### src/rtl/uart_pkg.sv
// uart_pkg: constants shared by the UART receiver, transmitter and rx buffer
package uart_pkg;
  localparam int UART_DATA_W = 8;
endpackage

### src/rtl/uart_sync_2ff.sv
// uart_sync_2ff: two-flop level synchronizer with selectable reset value
module uart_sync_2ff #(
  parameter logic RST_VAL = 1'b0
) (
  input  logic clk,
  input  logic rst,
  input  logic d,
  output logic q
);
  logic s1;
  always_ff @(posedge clk or posedge rst)
    if (rst) begin
      s1 <= RST_VAL;
      q  <= RST_VAL;
    end else begin
      s1 <= d;
      q  <= s1;
    end
endmodule

### src/rtl/uart_rx_fifo.sv
// uart_rx_fifo: receive byte buffer with done-edge capture, fwft read port and sticky overflow
module uart_rx_fifo
  import uart_pkg::*;
#(
  parameter  int DEPTH  = 16,
  parameter  int DATA_W = UART_DATA_W,
  localparam int CW     = $clog2(DEPTH + 1)
) (
  input  logic              clk,
  input  logic              rst,
  input  logic [DATA_W-1:0] rx_data,
  input  logic              rx_done,
  output logic [DATA_W-1:0] m_data,
  output logic              m_valid,
  input  logic              m_ready,
  output logic [CW-1:0]     count,
  output logic              full,
  output logic              empty,
  output logic              overflow,
  input  logic              ovf_clr
);
  localparam int AW = $clog2(DEPTH);
  logic [DATA_W-1:0] mem [DEPTH];
  logic [AW-1:0] wr_ptr, rd_ptr;
  logic s2, s3, push, pop, wr, ovf;
  logic [CW-1:0] count_n;
  uart_sync_2ff #(.RST_VAL(1'b1)) u_sync (.clk(clk), .rst(rst), .d(rx_done), .q(s2));
  assign m_valid = ~empty;
  assign m_data = mem[rd_ptr];
  always_comb begin
    push = s2 & ~s3;
    pop = m_valid & m_ready;
    wr = push & (~full | pop);
    ovf = push & full & ~pop;
    count_n = (wr & ~pop) ? count + CW'(1) : (pop & ~wr) ? count - CW'(1) : count;
  end
  always_ff @(posedge clk)
    if (wr) mem[wr_ptr] <= rx_data;
  always_ff @(posedge clk or posedge rst)
    if (rst) begin
      s3 <= 1'b1;
      wr_ptr <= '0;
      rd_ptr <= '0;
      count <= '0;
      full <= 1'b0;
      empty <= 1'b1;
      overflow <= 1'b0;
    end else begin
      s3 <= s2;
      wr_ptr <= wr_ptr + AW'(wr);
      rd_ptr <= rd_ptr + AW'(pop);
      count <= count_n;
      full <= count_n == CW'(DEPTH);
      empty <= count_n == '0;
      overflow <= ovf | (overflow & ~ovf_clr);
    end
endmodule
### config.mk
export PLATFORM = sky130hd
export DESIGN_NAME = uart_rx_fifo
export DESIGN_NICKNAME = d
export VERILOG_FILES = /design/src/rtl/uart_pkg.sv /design/src/rtl/uart_sync_2ff.sv /design/src/rtl/uart_rx_fifo.sv
export SDC_FILE = /design/constraint.sdc
export NUM_CORES = 1
export LEC_CHECK = 0
export CORE_UTILIZATION = 30
export DETAILED_ROUTE_END_ITERATION = 10
export HOLD_SLACK_MARGIN = 0.02
export PLACE_DENSITY = 0.45
export SLEW_MARGIN = 20
export SYNTH_ARGS = -nofsm -noshare
export SYNTH_HDL_FRONTEND = slang
export SYNTH_SLANG_ARGS = --single-unit
### constraint.sdc
create_clock -name clk -period 2.4 [get_ports clk]
set_input_delay 0.36 -clock clk [delete_from_list [all_inputs] [get_ports clk]]
set_output_delay 0.36 -clock clk [all_outputs]
set_load 0.005 [all_outputs]
======== After elaboration in Yosys (flattened, before gate mapping) ========
Memory sizes are Yosys's and may differ from the RTL's.
Index checks and enable logic that the tools add are counted.
Widths: inputs -> output; s select.
word-level totals
  register bits after elaboration ......... 19
  RAM bits ................................ 128
  input port bits ......................... 13
  output and inout port bits .............. 17
  logic and storage cells ................. 36
  memories kept ........................... 1
cells by class
  $add $sub $neg .......................... 4
  equality and inequality tests ........... 1
  mux-type cells .......................... 4
  bitwise operators ....................... 16
  reductions and logical operators ........ 1
memory list
  memory  depth  bits a word  rd ports  clocked after memory_dff  wr ports  line                source
  mem     16     8            1         0                         1         uart_rx_fifo.sv:23  logic [DATA_W-1:0] mem [DEPTH];
operators by type and width
  kind                 number
  $mux 5               2
  $add 4x1->4          2
  $and 1x1->1          8
  $not 1->1            6
  $add 5x1->5 const B  1
  $eq 5x5->1 const B   1
  $logic_not 5->1      1
  $sub 5x1->5 const B  1
  $mux 1               2
  $or 1x1->1           2

======== Logic depth before layout (Yosys ltp) ========
  word-level depth ........................ 9
  mapped depth ............................ 7
  gate-level depth less buffers ........... 6

======== Hierarchy ========
From an unflattened synthesis, not the netlist that was laid out.
second synthesis, totals
  cells, all modules ...................... 275
  area total of the unflattened synthesis .. 5854.4 sq um
by module, submodules not included
  module         instances  cells each  area each (sq um)  seq. area each (sq um)
  uart_rx_fifo   1          272         5798.1             4271.6
  uart_sync_2ff  1          3           56.3               52.6

======== Least setup slack after synthesis ========
No wires, ideal clock.
  path kind ............................... reg2reg
  start ................................... register u_sync.q
  end ..................................... memory mem[1][0] in the netlist's numbering, enable pin
  library setup time ...................... 0.383 ns
  arrival ................................. 1.730 ns
  data required time ...................... 2.017 ns
  path slack .............................. 0.287 ns
  stages on the path, launching flop included .. 6
  path buffers ............................ 0
  clock period less this slack ............ 2.113 ns
  cells stage by stage .................... dfstp_2 > nand2b_1 > a21oi_1 > and2_1 > nand2b_1 > nor3_1
between the ends
  cells in the longest elaborated chain, start to end .. 4
RTL lines
  what                          line                 source
  start, declared               uart_sync_2ff.sv:8   output logic q
  start signal, assigned        uart_sync_2ff.sv:14  q <= RST_VAL;
  start signal, assigned        uart_sync_2ff.sv:17  q <= s1;
  $and 1x1->1                   uart_rx_fifo.sv:31   push = s2 & ~s3;
  $and 1x1->1                   uart_rx_fifo.sv:33   wr = push & (~full | pop);
  $mux 1                        uart_rx_fifo.sv:38   if (wr) mem[wr_ptr] <= rx_data;
  $mux 1 (not written as such)  uart_rx_fifo.sv:38
  end, declared                 uart_rx_fifo.sv:23
No other way between the ends.

======== Worst setup path in the final report ========
  start ................................... register rd_ptr[0]
  end ..................................... output port m_data[1]
between the ends
  cells in the longest elaborated chain, start to end .. 1
RTL lines
  what                    line                source
  start, declared         uart_rx_fifo.sv:24  logic [AW-1:0] wr_ptr, rd_ptr;
  start signal, assigned  uart_rx_fifo.sv:51  rd_ptr <= rd_ptr + AW'(pop);
  $mem_v2 16x8            --
  end, declared           uart_rx_fifo.sv:13  output logic [DATA_W-1:0] m_data,
No other way between the ends.

==> summary.md <==
| Metric | Value |
|---|---|
| Final-stage net count | `~380` |
| Clk_lat worst skew | `0.42 ns` |
| Endpoints failing setup | `8` |
| HP Class | `primary input to flip-flop` |
| Initial antenna violation count | `1` |
| Via count | `around 2800` |
| Final WL | `12.6 mm` |
| Seq cells post-synth | `147` |
| Power per cell area | `1140 mW/mm^2` |
| Worst-path clk slew | `~0.06 ns` |
| Hold-fix buffers at CTS | `0` |
| CTS tree | `built` |
| Top cell type's share of synthesized area | `0.664` |
| DRT Pass-1 Iters | `4` |
| Syn Nets | `292` |
| Final period utilization | `1.12` |
| I/O pins | `30` |
| Leak | `2.53 nW` |
| Layout Cells excl Fill | `~630` |
| Slew headroom | `0.491` |
| Min Tclk post-route | `between 2 and 3 ns` |
| DIE HEIGHT | `141 um` |
| Synthesized area | `about 0.0058 mm^2` |
| Root Buffer | `clkbuf_16` |
| CTS H-tree depth | `4` |
| Placer Congestion | `0.720` |
| Crit-path max cell delay | `0.50 ns` |
| CP endpoint kind | `output port` |
| Max-slew violation count | `0` |
| Largest net degree at the start of global routing | `20` |
| TritonCTS sink count | `147` |
| Post-route ant nets | `0` |
| Cell family with most CP delay | `multiplexers` |
| Final Hold Viols | `0` |
| Vias per inst | `4.49` |
| RSZ-0062 raised after global routing | `true` |
| Crit-path cells | `buf_12, buf_6, mux4_2, mux4_2, buf_6` |
| Fmax | `about 0.37 GHz` |
| First-pass GRT wire length | `roughly 19 mm` |
| Avg Cell Area, Syn | `21.1 um^2` |
| Die W | `between 100 and 150 um` |
| Placed cell count | `591` |
| Starting Density | `0.307` |
| Outcome | `finished, violations left` |
| # Max-Cap Violations | `0` |
| Buf/Inv on CP | `3` |
| Syn. warnings | `0` |
| VDD IR max | `0.541 mV` |
| Cell Rows | `50` |
| Crit-path slowest cell | `mux4_2` |
| GRT overflow | `0` |
| Worst EP required | `2.04 ns` |
| Clk buf depth | `2` |
| Arrival time worst endpoint | `2.32 ns` |
| Synth cell types | `36` |
| Crit Path Max Fanout | `8` |
| Most common cell after layout, fill and taps aside | `edfxtp_1` |
| Post-synthesis sequential area ratio | `0.747` |
| Number of global-route vias before repair | `3115` |
| P&R area growth vs syn | `27.5%` |
| Layout cells sized above 1 | `0.340` |
| Initial DRC count | `167` |
| Final clock skew | `approximately 0.005 ns` |
| EDFF count, synth | `128` |
| Remaining DRCs | `0` |
| Total GRT Usage | `0.138` |
| Area leader, netlist | `edfxtp_1` |
| Top post-synthesis cells by area | `edfxtp_1 66%, mux4_2 12%, dfrtp_1 6.5%` |
| CORE AREA | `approximately 0.019 mm^2` |
| Avg WL per Cell | `19.8 um` |
| Most frequent cells in the layout | `128 x edfxtp_1, 39 x buf_4, 32 x mux4_2` |
| Commonest register cell after synthesis | `edfxtp_1` |
| Hold_ws | `0.352 ns` |
| Worst-Margin Slew | `roughly 0.76 ns` |
| CP Class | `flip-flop to output port` |
| Share of flip-flops with an asynchronous set or reset | `0.129` |
| Cell count after synthesis | `~270` |
| Final WS setup | `-0.277 ns` |
| HPWL Detailed | `8.17 mm` |
| Element type at the critical path start | `flip-flop` |
| Total CTS buffers | `17` |
| Die ar. | `0.0198 mm^2` |
| PortBufs | `29` |
| Failing checks | `negative setup slack` |
==> power breakdown <==
part	switching, mW	total (mW)	leakage [nW]	internal [mW]
combinational	1.13	2.72	0.892	1.59
clock	0.957	2.46	0.260	1.50
sequential	0.218	3.25	1.37	3.03
==> cells in the mapped netlist, types with 3 or more instances <==
cell type	instances
edfxtp_1	128
mux4_2	30
dfrtp_1	15
nor2_1	15
mux4_1	8
inv_1	7
nand2b_1	6
nor3_1	6
xnor2_1	6
clkbuf_1	5
ha_1	5
dfstp_2	4
nand2_1	4
buf_6	3
xor2_1	3
==> cell families after synthesis <==
logic type | synth area share
XOR/XNOR | 0.0136
buffers and inverters | 0.0186
multiplexers | 0.158
AO/OA/AOI/OAI | 0.0143
adder cells (fa/ha/maj) | 0.0108
flip-flops | 0.747
AND/OR/NAND/NOR | 0.0370
==> flip-flops by register name, summed over array words and instances, names as in the netlist <==
name,cells
wr_ptr,4
u_sync.q,1
u_sync.s1,1
mem,128
count,5
full,1
overflow,1
s3,1
empty,1
rd_ptr,4
==> area by class of cell <==
type | count | area [um^2]
Clock inverter | 12 | 116
Timing Repair Buffer | 80 | 776
Sequential cell | 147 | 4330
Multi-Input combinational cell | 108 | 1380
Clock buffer | 19 | 433
Inverter | 7 | 26.3
Tap cell | 260 | 325
Antenna cell | 1 | 2.50
Fill cell | 1714 | 11500
==> per-layer routing <==
metal,vias to the layer above,part of all wire,global-route usage
met4,0,0.020,0.0549
met5,-,0,0
met2,45,0.50,0.229
met3,18,0.039,0.0336
li1,1292,-,-
met1,1494,0.44,0.175
==> worst reg2reg max path, delay by kind of cell, from the launching register on <==
kind | cells | cell delay [ns]
simple gates | 4 | 0.68
flops | 1 | 0.53
buf+inv | 1 | 0.24
compound gates | 1 | 0.21
==> metrics by stage <==
step | power (mW) | instance area (um^2) | util | TNS [ns] | worst slack [ns]
6_report | 8.43 | 7380 | 0.392 | -1.95 | -0.277
5_1_grt | 8.86 | 7380 | 0.392 | -2.59 | -0.347
4_1_cts | 8.59 | 7380 | 0.392 | -2.31 | -0.312
3_5_place_dp | 5.79 | 6670 | 0.354 | -0.784 | -0.142
3_3_place_gp | 5.78 | 6670 | 0.354 | -0.751 | -0.141
2_1_floorplan | 4.70 | 5790 | - | 0 | 0.287
==> repair_timing <==
action	CTS	global route
gates resized for setup	46	4
gates cloned	3	0
pin swaps	5	1
hold endpoints to repair	0	0
setup endpoints to repair	8	8
setup buffers	8	1
==> final timing paths <==
check                           from         to  slack (ns)  cells past startpoint
max reg2reg                 u_sync.q  mem[6][1]        0.45                      6
min                          rx_done  u_sync.s1        0.35                      1
max in group asynchronous        rst  rd_ptr[0]        1.49                      2
max                        rd_ptr[0]  m_data[1]       -0.28                      5
min in group asynchronous        rst   overflow        0.38                      2
min reg2reg                u_sync.s1   u_sync.q        0.35                      0
(Power assumes the default switching activity.)
